File: src/rtl/rf_write_scheduler_pkg.sv
// rtl/rf_write_scheduler_pkg.sv - shared constants, state enum and index-width helper
//   ADDR_WIDTH_DEF / WORD_LEN_DEF / NREQ_DEF : default geometry of the write port
//   REQ_ALU / REQ_LSU / REQ_CSR              : requester slot indices
//   state_e                                  : INIT (clear sweep) / RUN (arbitration)
package npc_pkg;

  localparam int ADDR_WIDTH_DEF = 5;
  localparam int WORD_LEN_DEF   = 32;
  localparam int NREQ_DEF       = 3;

  localparam int REQ_ALU = 0;
  localparam int REQ_LSU = 1;
  localparam int REQ_CSR = 2;

  typedef enum logic {
    ST_INIT = 1'b0,
    ST_RUN  = 1'b1
  } state_e;

  // Width of an index into n slots; never zero so a single requester still gets a 1-bit field.
  function automatic int idx_w(input int n);
    return (n > 1) ? $clog2(n) : 1;
  endfunction

endpackage

File: src/rtl/rf_write_scheduler_if.sv
// rtl/rf_write_scheduler_if.sv - writeback request bundle between requesters and the scheduler
//   req_valid [NREQ]            : per-requester write request
//   req_waddr [NREQ*ADDR_WIDTH] : flattened destination addresses, slice i = [i*ADDR_WIDTH +: ADDR_WIDTH]
//   req_wdata [NREQ*WORD_LEN]   : flattened write data, slice i = [i*WORD_LEN +: WORD_LEN]
//   req_ready [NREQ]            : one-hot or zero grant; accept on valid & ready at the rising edge
//   master : requester side, slave : scheduler side
interface rf_write_scheduler_if #(
  parameter int NREQ       = 3,
  parameter int ADDR_WIDTH = 5,
  parameter int WORD_LEN   = 32
) ();

  logic [NREQ-1:0]            req_valid;
  logic [NREQ*ADDR_WIDTH-1:0] req_waddr;
  logic [NREQ*WORD_LEN-1:0]   req_wdata;
  logic [NREQ-1:0]            req_ready;

  modport master (
    output req_valid,
    output req_waddr,
    output req_wdata,
    input  req_ready
  );

  modport slave (
    input  req_valid,
    input  req_waddr,
    input  req_wdata,
    output req_ready
  );

endinterface

File: src/rtl/rf_write_scheduler_rr_arbiter.sv
// rtl/rf_write_scheduler_rr_arbiter.sv - combinational round-robin arbiter
//   req [N] : request vector
//   ptr     : highest-priority index this cycle (0..N-1)
//   gnt [N] : one-hot grant to the first requester at or after ptr (with wrap), zero if none
module rr_arbiter
  import npc_pkg::*;
#(
  parameter int N = 3
) (
  input  logic [N-1:0]          req,
  input  logic [idx_w(N)-1:0]   ptr,
  output logic [N-1:0]          gnt
);

  logic found;

  // Walk the priority distance k outward from ptr; the inner loop finds the slot
  // sitting k places above ptr so every index stays a loop constant.
  always_comb begin
    gnt   = '0;
    found = 1'b0;
    for (int k = 0; k < N; k++) begin
      for (int i = 0; i < N; i++) begin
        if (!found && req[i] && (i == ((int'(ptr) + k) % N))) begin
          gnt[i] = 1'b1;
          found  = 1'b1;
        end
      end
    end
  end

endmodule

File: src/rtl/rf_write_scheduler.sv
// rtl/rf_write_scheduler.sv - register-file write-port scheduler: clear sweep then round-robin writeback
//   clk       : rising-edge clock
//   reset     : asynchronous active-low reset
//   wb        : writeback request bundle (slave side)
//   rf_wen    : registered register-file write enable
//   rf_waddr  : registered register-file write address
//   rf_wdata  : registered register-file write data
//   init_done : high once every register has been cleared
//   grant_id  : registered index of the last accepted requester
module rf_write_scheduler
  import npc_pkg::*;
#(
  parameter int ADDR_WIDTH = ADDR_WIDTH_DEF,
  parameter int WORD_LEN   = WORD_LEN_DEF,
  parameter int NREQ       = NREQ_DEF
) (
  input  logic                      clk,
  input  logic                      reset,
  rf_write_scheduler_if.slave       wb,
  output logic                      rf_wen,
  output logic [ADDR_WIDTH-1:0]     rf_waddr,
  output logic [WORD_LEN-1:0]       rf_wdata,
  output logic                      init_done,
  output logic [idx_w(NREQ)-1:0]    grant_id
);

  localparam int PW = idx_w(NREQ);
  localparam logic [ADDR_WIDTH-1:0] LAST_ADDR = '1;
  localparam logic [PW-1:0]         LAST_IDX  = PW'(NREQ - 1);

  state_e                state_q, state_d;
  logic [ADDR_WIDTH-1:0] cnt_q, cnt_d;
  logic [PW-1:0]         ptr_q, ptr_d;
  logic                  rf_wen_q, rf_wen_d;
  logic [ADDR_WIDTH-1:0] rf_waddr_q, rf_waddr_d;
  logic [WORD_LEN-1:0]   rf_wdata_q, rf_wdata_d;
  logic [PW-1:0]         grant_q, grant_d;

  logic [NREQ-1:0]       gnt;
  logic                  accept;
  logic [PW-1:0]         acc_idx;
  logic [ADDR_WIDTH-1:0] acc_addr;
  logic [WORD_LEN-1:0]   acc_data;

  rr_arbiter #(.N(NREQ)) u_arb (
    .req (wb.req_valid),
    .ptr (ptr_q),
    .gnt (gnt)
  );

  // The port is owned by the clear sweep until RUN, so grants are masked there.
  assign wb.req_ready = (state_q == ST_RUN) ? gnt : '0;
  assign accept       = (state_q == ST_RUN) && (|gnt);

  // Decode the one-hot grant into the winning index and its address/data slices.
  always_comb begin
    acc_idx  = '0;
    acc_addr = '0;
    acc_data = '0;
    for (int i = 0; i < NREQ; i++) begin
      if (gnt[i]) begin
        acc_idx  = PW'(i);
        acc_addr = wb.req_waddr[i*ADDR_WIDTH +: ADDR_WIDTH];
        acc_data = wb.req_wdata[i*WORD_LEN +: WORD_LEN];
      end
    end
  end

  always_comb begin
    state_d    = state_q;
    cnt_d      = cnt_q;
    ptr_d      = ptr_q;
    rf_wen_d   = 1'b0;
    rf_waddr_d = rf_waddr_q;
    rf_wdata_d = rf_wdata_q;
    grant_d    = grant_q;
    case (state_q)
      ST_INIT: begin
        rf_wen_d   = 1'b1;
        rf_waddr_d = cnt_q;
        rf_wdata_d = '0;
        cnt_d      = cnt_q + 1'b1;
        if (cnt_q == LAST_ADDR) begin
          state_d = ST_RUN;
        end
      end
      ST_RUN: begin
        if (accept) begin
          rf_waddr_d = acc_addr;
          rf_wdata_d = acc_data;
          grant_d    = acc_idx;
          // x0 is hardwired zero: the request is consumed but nothing is written.
          rf_wen_d   = (acc_addr != '0);
          ptr_d      = (acc_idx == LAST_IDX) ? '0 : acc_idx + 1'b1;
        end
      end
      default: begin
        state_d = ST_INIT;
      end
    endcase
  end

  always_ff @(posedge clk or negedge reset) begin
    if (!reset) begin
      state_q    <= ST_INIT;
      cnt_q      <= '0;
      ptr_q      <= '0;
      rf_wen_q   <= 1'b0;
      rf_waddr_q <= '0;
      rf_wdata_q <= '0;
      grant_q    <= '0;
    end else begin
      state_q    <= state_d;
      cnt_q      <= cnt_d;
      ptr_q      <= ptr_d;
      rf_wen_q   <= rf_wen_d;
      rf_waddr_q <= rf_waddr_d;
      rf_wdata_q <= rf_wdata_d;
      grant_q    <= grant_d;
    end
  end

  assign rf_wen    = rf_wen_q;
  assign rf_waddr  = rf_waddr_q;
  assign rf_wdata  = rf_wdata_q;
  assign grant_id  = grant_q;
  assign init_done = (state_q == ST_RUN);

endmodule

File: src/flat_wrapper.sv
// flat-port wrapper written by rule: the top's interface ports become plain ports
module rf_write_scheduler_flat import npc_pkg::*;
#(
  parameter int ADDR_WIDTH = ADDR_WIDTH_DEF,
  parameter int WORD_LEN   = WORD_LEN_DEF,
  parameter int NREQ       = NREQ_DEF
)
  (clk, reset, rf_wen, rf_waddr, rf_wdata, init_done, grant_id, wb_req_valid, wb_req_waddr, wb_req_wdata, wb_req_ready);
  rf_write_scheduler_if #(.NREQ(NREQ), .ADDR_WIDTH(ADDR_WIDTH), .WORD_LEN(WORD_LEN)) wb_i ();
  input  logic clk;
  input  logic reset;
  output logic rf_wen;
  output logic [ADDR_WIDTH-1:0] rf_waddr;
  output logic [WORD_LEN-1:0] rf_wdata;
  output logic init_done;
  output logic [idx_w(NREQ)-1:0] grant_id;
  input wire logic [$bits(wb_i.req_valid)-1:0] wb_req_valid;
  input wire logic [$bits(wb_i.req_waddr)-1:0] wb_req_waddr;
  input wire logic [$bits(wb_i.req_wdata)-1:0] wb_req_wdata;
  output wire logic [$bits(wb_i.req_ready)-1:0] wb_req_ready;
  assign wb_i.req_valid = wb_req_valid;
  assign wb_i.req_waddr = wb_req_waddr;
  assign wb_i.req_wdata = wb_req_wdata;
  assign wb_req_ready = wb_i.req_ready;
  rf_write_scheduler #(.ADDR_WIDTH(ADDR_WIDTH), .WORD_LEN(WORD_LEN), .NREQ(NREQ)) u_core (.clk(clk), .reset(reset), .wb(wb_i), .rf_wen(rf_wen), .rf_waddr(rf_waddr), .rf_wdata(rf_wdata), .init_done(init_done), .grant_id(grant_id));
endmodule
File: config.mk
export PLATFORM = sky130hd
export DESIGN_NAME = rf_write_scheduler_flat
export DESIGN_NICKNAME = d
export VERILOG_FILES = /design/src/rtl/rf_write_scheduler_pkg.sv /design/src/rtl/rf_write_scheduler_if.sv /design/src/rtl/rf_write_scheduler_rr_arbiter.sv /design/src/rtl/rf_write_scheduler.sv /design/src/flat_wrapper.sv
export SDC_FILE = /design/constraint.sdc
export NUM_CORES = 1
export LEC_CHECK = 0
export CAP_MARGIN = 20
export CORE_MARGIN = 2
export CORE_UTILIZATION = 32
export CTS_CLUSTER_SIZE = 30
export DETAILED_ROUTE_END_ITERATION = 10
export HOLD_SLACK_MARGIN = 0.02
export PLACE_DENSITY = 0.77
export SYNTH_ARGS = -nofsm -noshare
export SYNTH_HDL_FRONTEND = slang
export SYNTH_SLANG_ARGS = --single-unit
File: constraint.sdc
create_clock -name clk -period 2 [get_ports clk]
set_input_delay 0.2 -clock clk [delete_from_list [all_inputs] [get_ports clk]]
set_output_delay 0.2 -clock clk [all_outputs]
set_load 0.01 [all_outputs]
==> reports/qor.txt <==
status: complete, but fails checks
failing checks: setup timing
total grt overflow: 0
CTS sink count: 47
flops & latches, synth: 47
# rows: 31
Max-slew headroom: 60.29%
I/O pin count: 160
Clock Latency Late Sink: 0.31 ns
Worst Hold Launch: u_core.rf_wdata[16]$_DFFE_PN0P_
chip height: 89.53 um
Clock Tree Buf Depth: 2
share of the synthesized area in the top cell type: 50.24%
Placer Congestion: 0.8791
combinational share of power: 67.9%
CP Data Arrival Time: 2.40 ns
Clock Power Share: 8.8%
register share of total power: 23.3%
Ys Warns: 0
GRT Overall Usage: 19.56%
CP required: 2.19 ns
vias in the first global route: 2532
Async SR Flop Fraction: 100.0%
Reg2Reg Setup Slack: -0.21 ns
Place WS: -0.2240 ns
initial cell density of the core: 32.62%
power per cell area: 1464 mW/mm2
wire per inst: 16.10 um
Final Max Tran Viols: 0
Crit. Startpoint: u_core.ptr_q[0]$_DFFE_PN0P_
Overall Power: 6.646 mW
crit path kind: reg2reg
Die ar.: 0.008016 mm2
final hold viol count: 0
share of layout cells above drive strength 1: 16.39%
Worst-path clk slew: 0.09 ns
RSZ-0062 raised after global routing: true
TritonCTS buffer count: 5
chip width: 89.53 um
Avg Inst Size Synth: 10.45 um2
CTS root buf: clkbuf_8
CP Max Fanout: 5
leak pwr: 1.904 nW
crit start category: flip-flop
Post-Syn Nets: 344
Worst setup EP type: flip-flop
synth-to-layout area growth: 93.91%
Layout Skew: 0.006053 ns
via density per instance: 5.134
routed via count: 2639
Reg area: 0.001176 mm2
final cycle utilization of the critical path: 110.6%
Ant. Diodes: 0
first-pass GRT wire length: 11990 um
mapped cell area: 0.002341 mm2
Max H-tree Level: 2
Detailed Routing Iterations Pass 1: 7
initial drt markers: 178
Final ANT Viol Nets: 0
DP Wirelength: 6150 um
post-synthesis cell type count: 32
Core ar.: 0.007176 mm2
initial antenna violation count: 0
R2R Path Start: u_core.ptr_q[0]$_DFFE_PN0P_
Switching Share: 37.66%
Worst Slack Setup Final: -0.2111 ns
Min Clock Period, post-route: 2.211 ns
Worst Tran Pin Value: 0.5957 ns
biggest area consumer among synthesized cells: dfrtp_1
post-synthesis sequential area ratio: 50.24%
I/O Buffers: 159
final setup violation count: 42
internal power: 4.143 mW
largest net degree at the start of global routing: 48
Syn Inst Count: 224
Nets: 534
VDD IR max: 0.9221 mV
number of max-cap violations: 0
fill count: 608
Synth area leaders: dfrtp_1 50%, a222oi_1 15%, nand2_1 5.9%
Synth Flop Type: dfrtp_1
multi-input logic area: 0.001075 mm2
CTS tree: done
worst hold path type: reg2reg
Post-synth EDFFs: 0
DR DRC count: 0
P_sw: 2.503 mW
Fmax: 452.3 MHz
WHS: 0.4884 ns
drt total wl: 8273 um
-- flip-flops by register name, indices dropped and copies added (netlist names) --
register,flops
u_core.ptr_q,1
u_core.grant_id,2
u_core.cnt_q,5
u_core.rf_wen,1
u_core.rf_waddr,5
u_core.rf_wdata,32
u_core.init_done,1
-- worst max-delay path: stages, from the launching register on --
cell and delay, ns:
dfrtp_1 0.41, inv_1 0.06, ha_2 0.18, or3_1 0.36, o2111a_2 0.15, buf_6 0.14, buf_12 0.12, a222oi_1 0.31
nor2_1 0.08, a221o_1 0.27
-- worst paths after layout --
path                                                    to  cells after the start
max                         u_core.rf_waddr[3]$_DFFE_PN0P_                      9
min                        u_core.rf_wdata[16]$_DFFE_PN0P_                      2
max reg2reg                 u_core.rf_waddr[3]$_DFFE_PN0P_                      9
min reg2reg                u_core.rf_wdata[16]$_DFFE_PN0P_                      2
max in group asynchronous   u_core.grant_id[1]$_DFFE_PN0P_                      3
min in group asynchronous  u_core.rf_wdata[12]$_DFFE_PN0P_                      3
-- layer usage --
metal	GRT usage, %	part of all wire [%]
met1	23.64	41
met3	5.078	6.4
met5	0	0
met2	34.21	51
met4	5.834	1.7
-- logic make-up (layout without fill, tap and decap cells) --
logic type / after synthesis / after routing / share of synthesized area, %
AOI/OAI and AO/OA: 86 / 86 / 28.33
and+or+nand+nor: 54 / 54 / 10.69
DFF: 47 / 47 / 50.24
buffers and inverters: 27 / 218 / 6.092
adders and majority gates: 4 / 4 / 2.138
xor gates and xnor gates: 3 / 3 / 1.123
muxes: 3 / 3 / 1.390
-- power by group through the flow --
stage,Clock (mW),Sequential (mW),Combinational (mW)
after floorplan,0,1.71,1.81
after detailed placement,0,1.57,3.88
after CTS,0.606,1.55,4.32
final,0.587,1.55,4.51
after global routing,0.649,1.59,4.89
after global placement,0,1.55,3.79
-- area by class of cell --
cell class / instances / share of cell area [%]
clock buffers: 5 / 1.516
clock inverters: 3 / 0.4135
inverters: 6 / 0.4961
multi-input cells: 150 / 23.68
flip-flops and latches: 47 / 25.91
well taps: 99 / 2.729
repair buffers: 204 / 45.26
-- placed cells by master, fill, tap and decap left out, types with 5 or more instances in the layout --
cell and count:
clkbuf_8 5, o21ai_1 32, buf_12 6, buf_4 30
a222oi_1 35, a221o_1 5, inv_1 5, dfrtp_1 47
nand2_1 36, clkdlybuf4s50_1 155, buf_6 6
-- through the flow --
| stage | cells | setup TNS (ns) | util [%] | instance area (um2) |
|---|---|---|---|---|
| 2_1_floorplan | 224 | -0.1044 | - | 2357 |
| 3_3_place_gp | 488 | -4.623 | 58.85 | 4223 |
| 3_5_place_dp | 488 | -7.207 | 58.85 | 4223 |
| 4_1_cts | 507 | -5.431 | 62.18 | 4462 |
| 5_1_grt | 514 | -9.419 | 63.26 | 4539 |
| 6_report | 514 | -6.397 | 63.26 | 4539 |
-- cells in the mapped netlist (all sizes together) (2+ instances only) --
library cell,number
dfrtp,47
nand2,37
o21ai,36
a222oi,35
clkbuf,12
buf,9
inv,6
a221o,5
ha,4
nor2b,4
and2,3
nor2,3
xnor2,3
a21o,2
a21oi,2
mux2,2
nand3,2
o31ai,2
-- timing repair --
action / 4_1_cts / 5_1_grt
hold endpoints to repair: 47 / 0
pin swaps: 10 / 2
setup buffers: 9 / 6
gates cloned: 1 / 1
setup endpoints to repair: 43 / 43
hold buffers: 1 / 0
resized for setup: 22 / 2
Power figures use the tool's default switching activity.
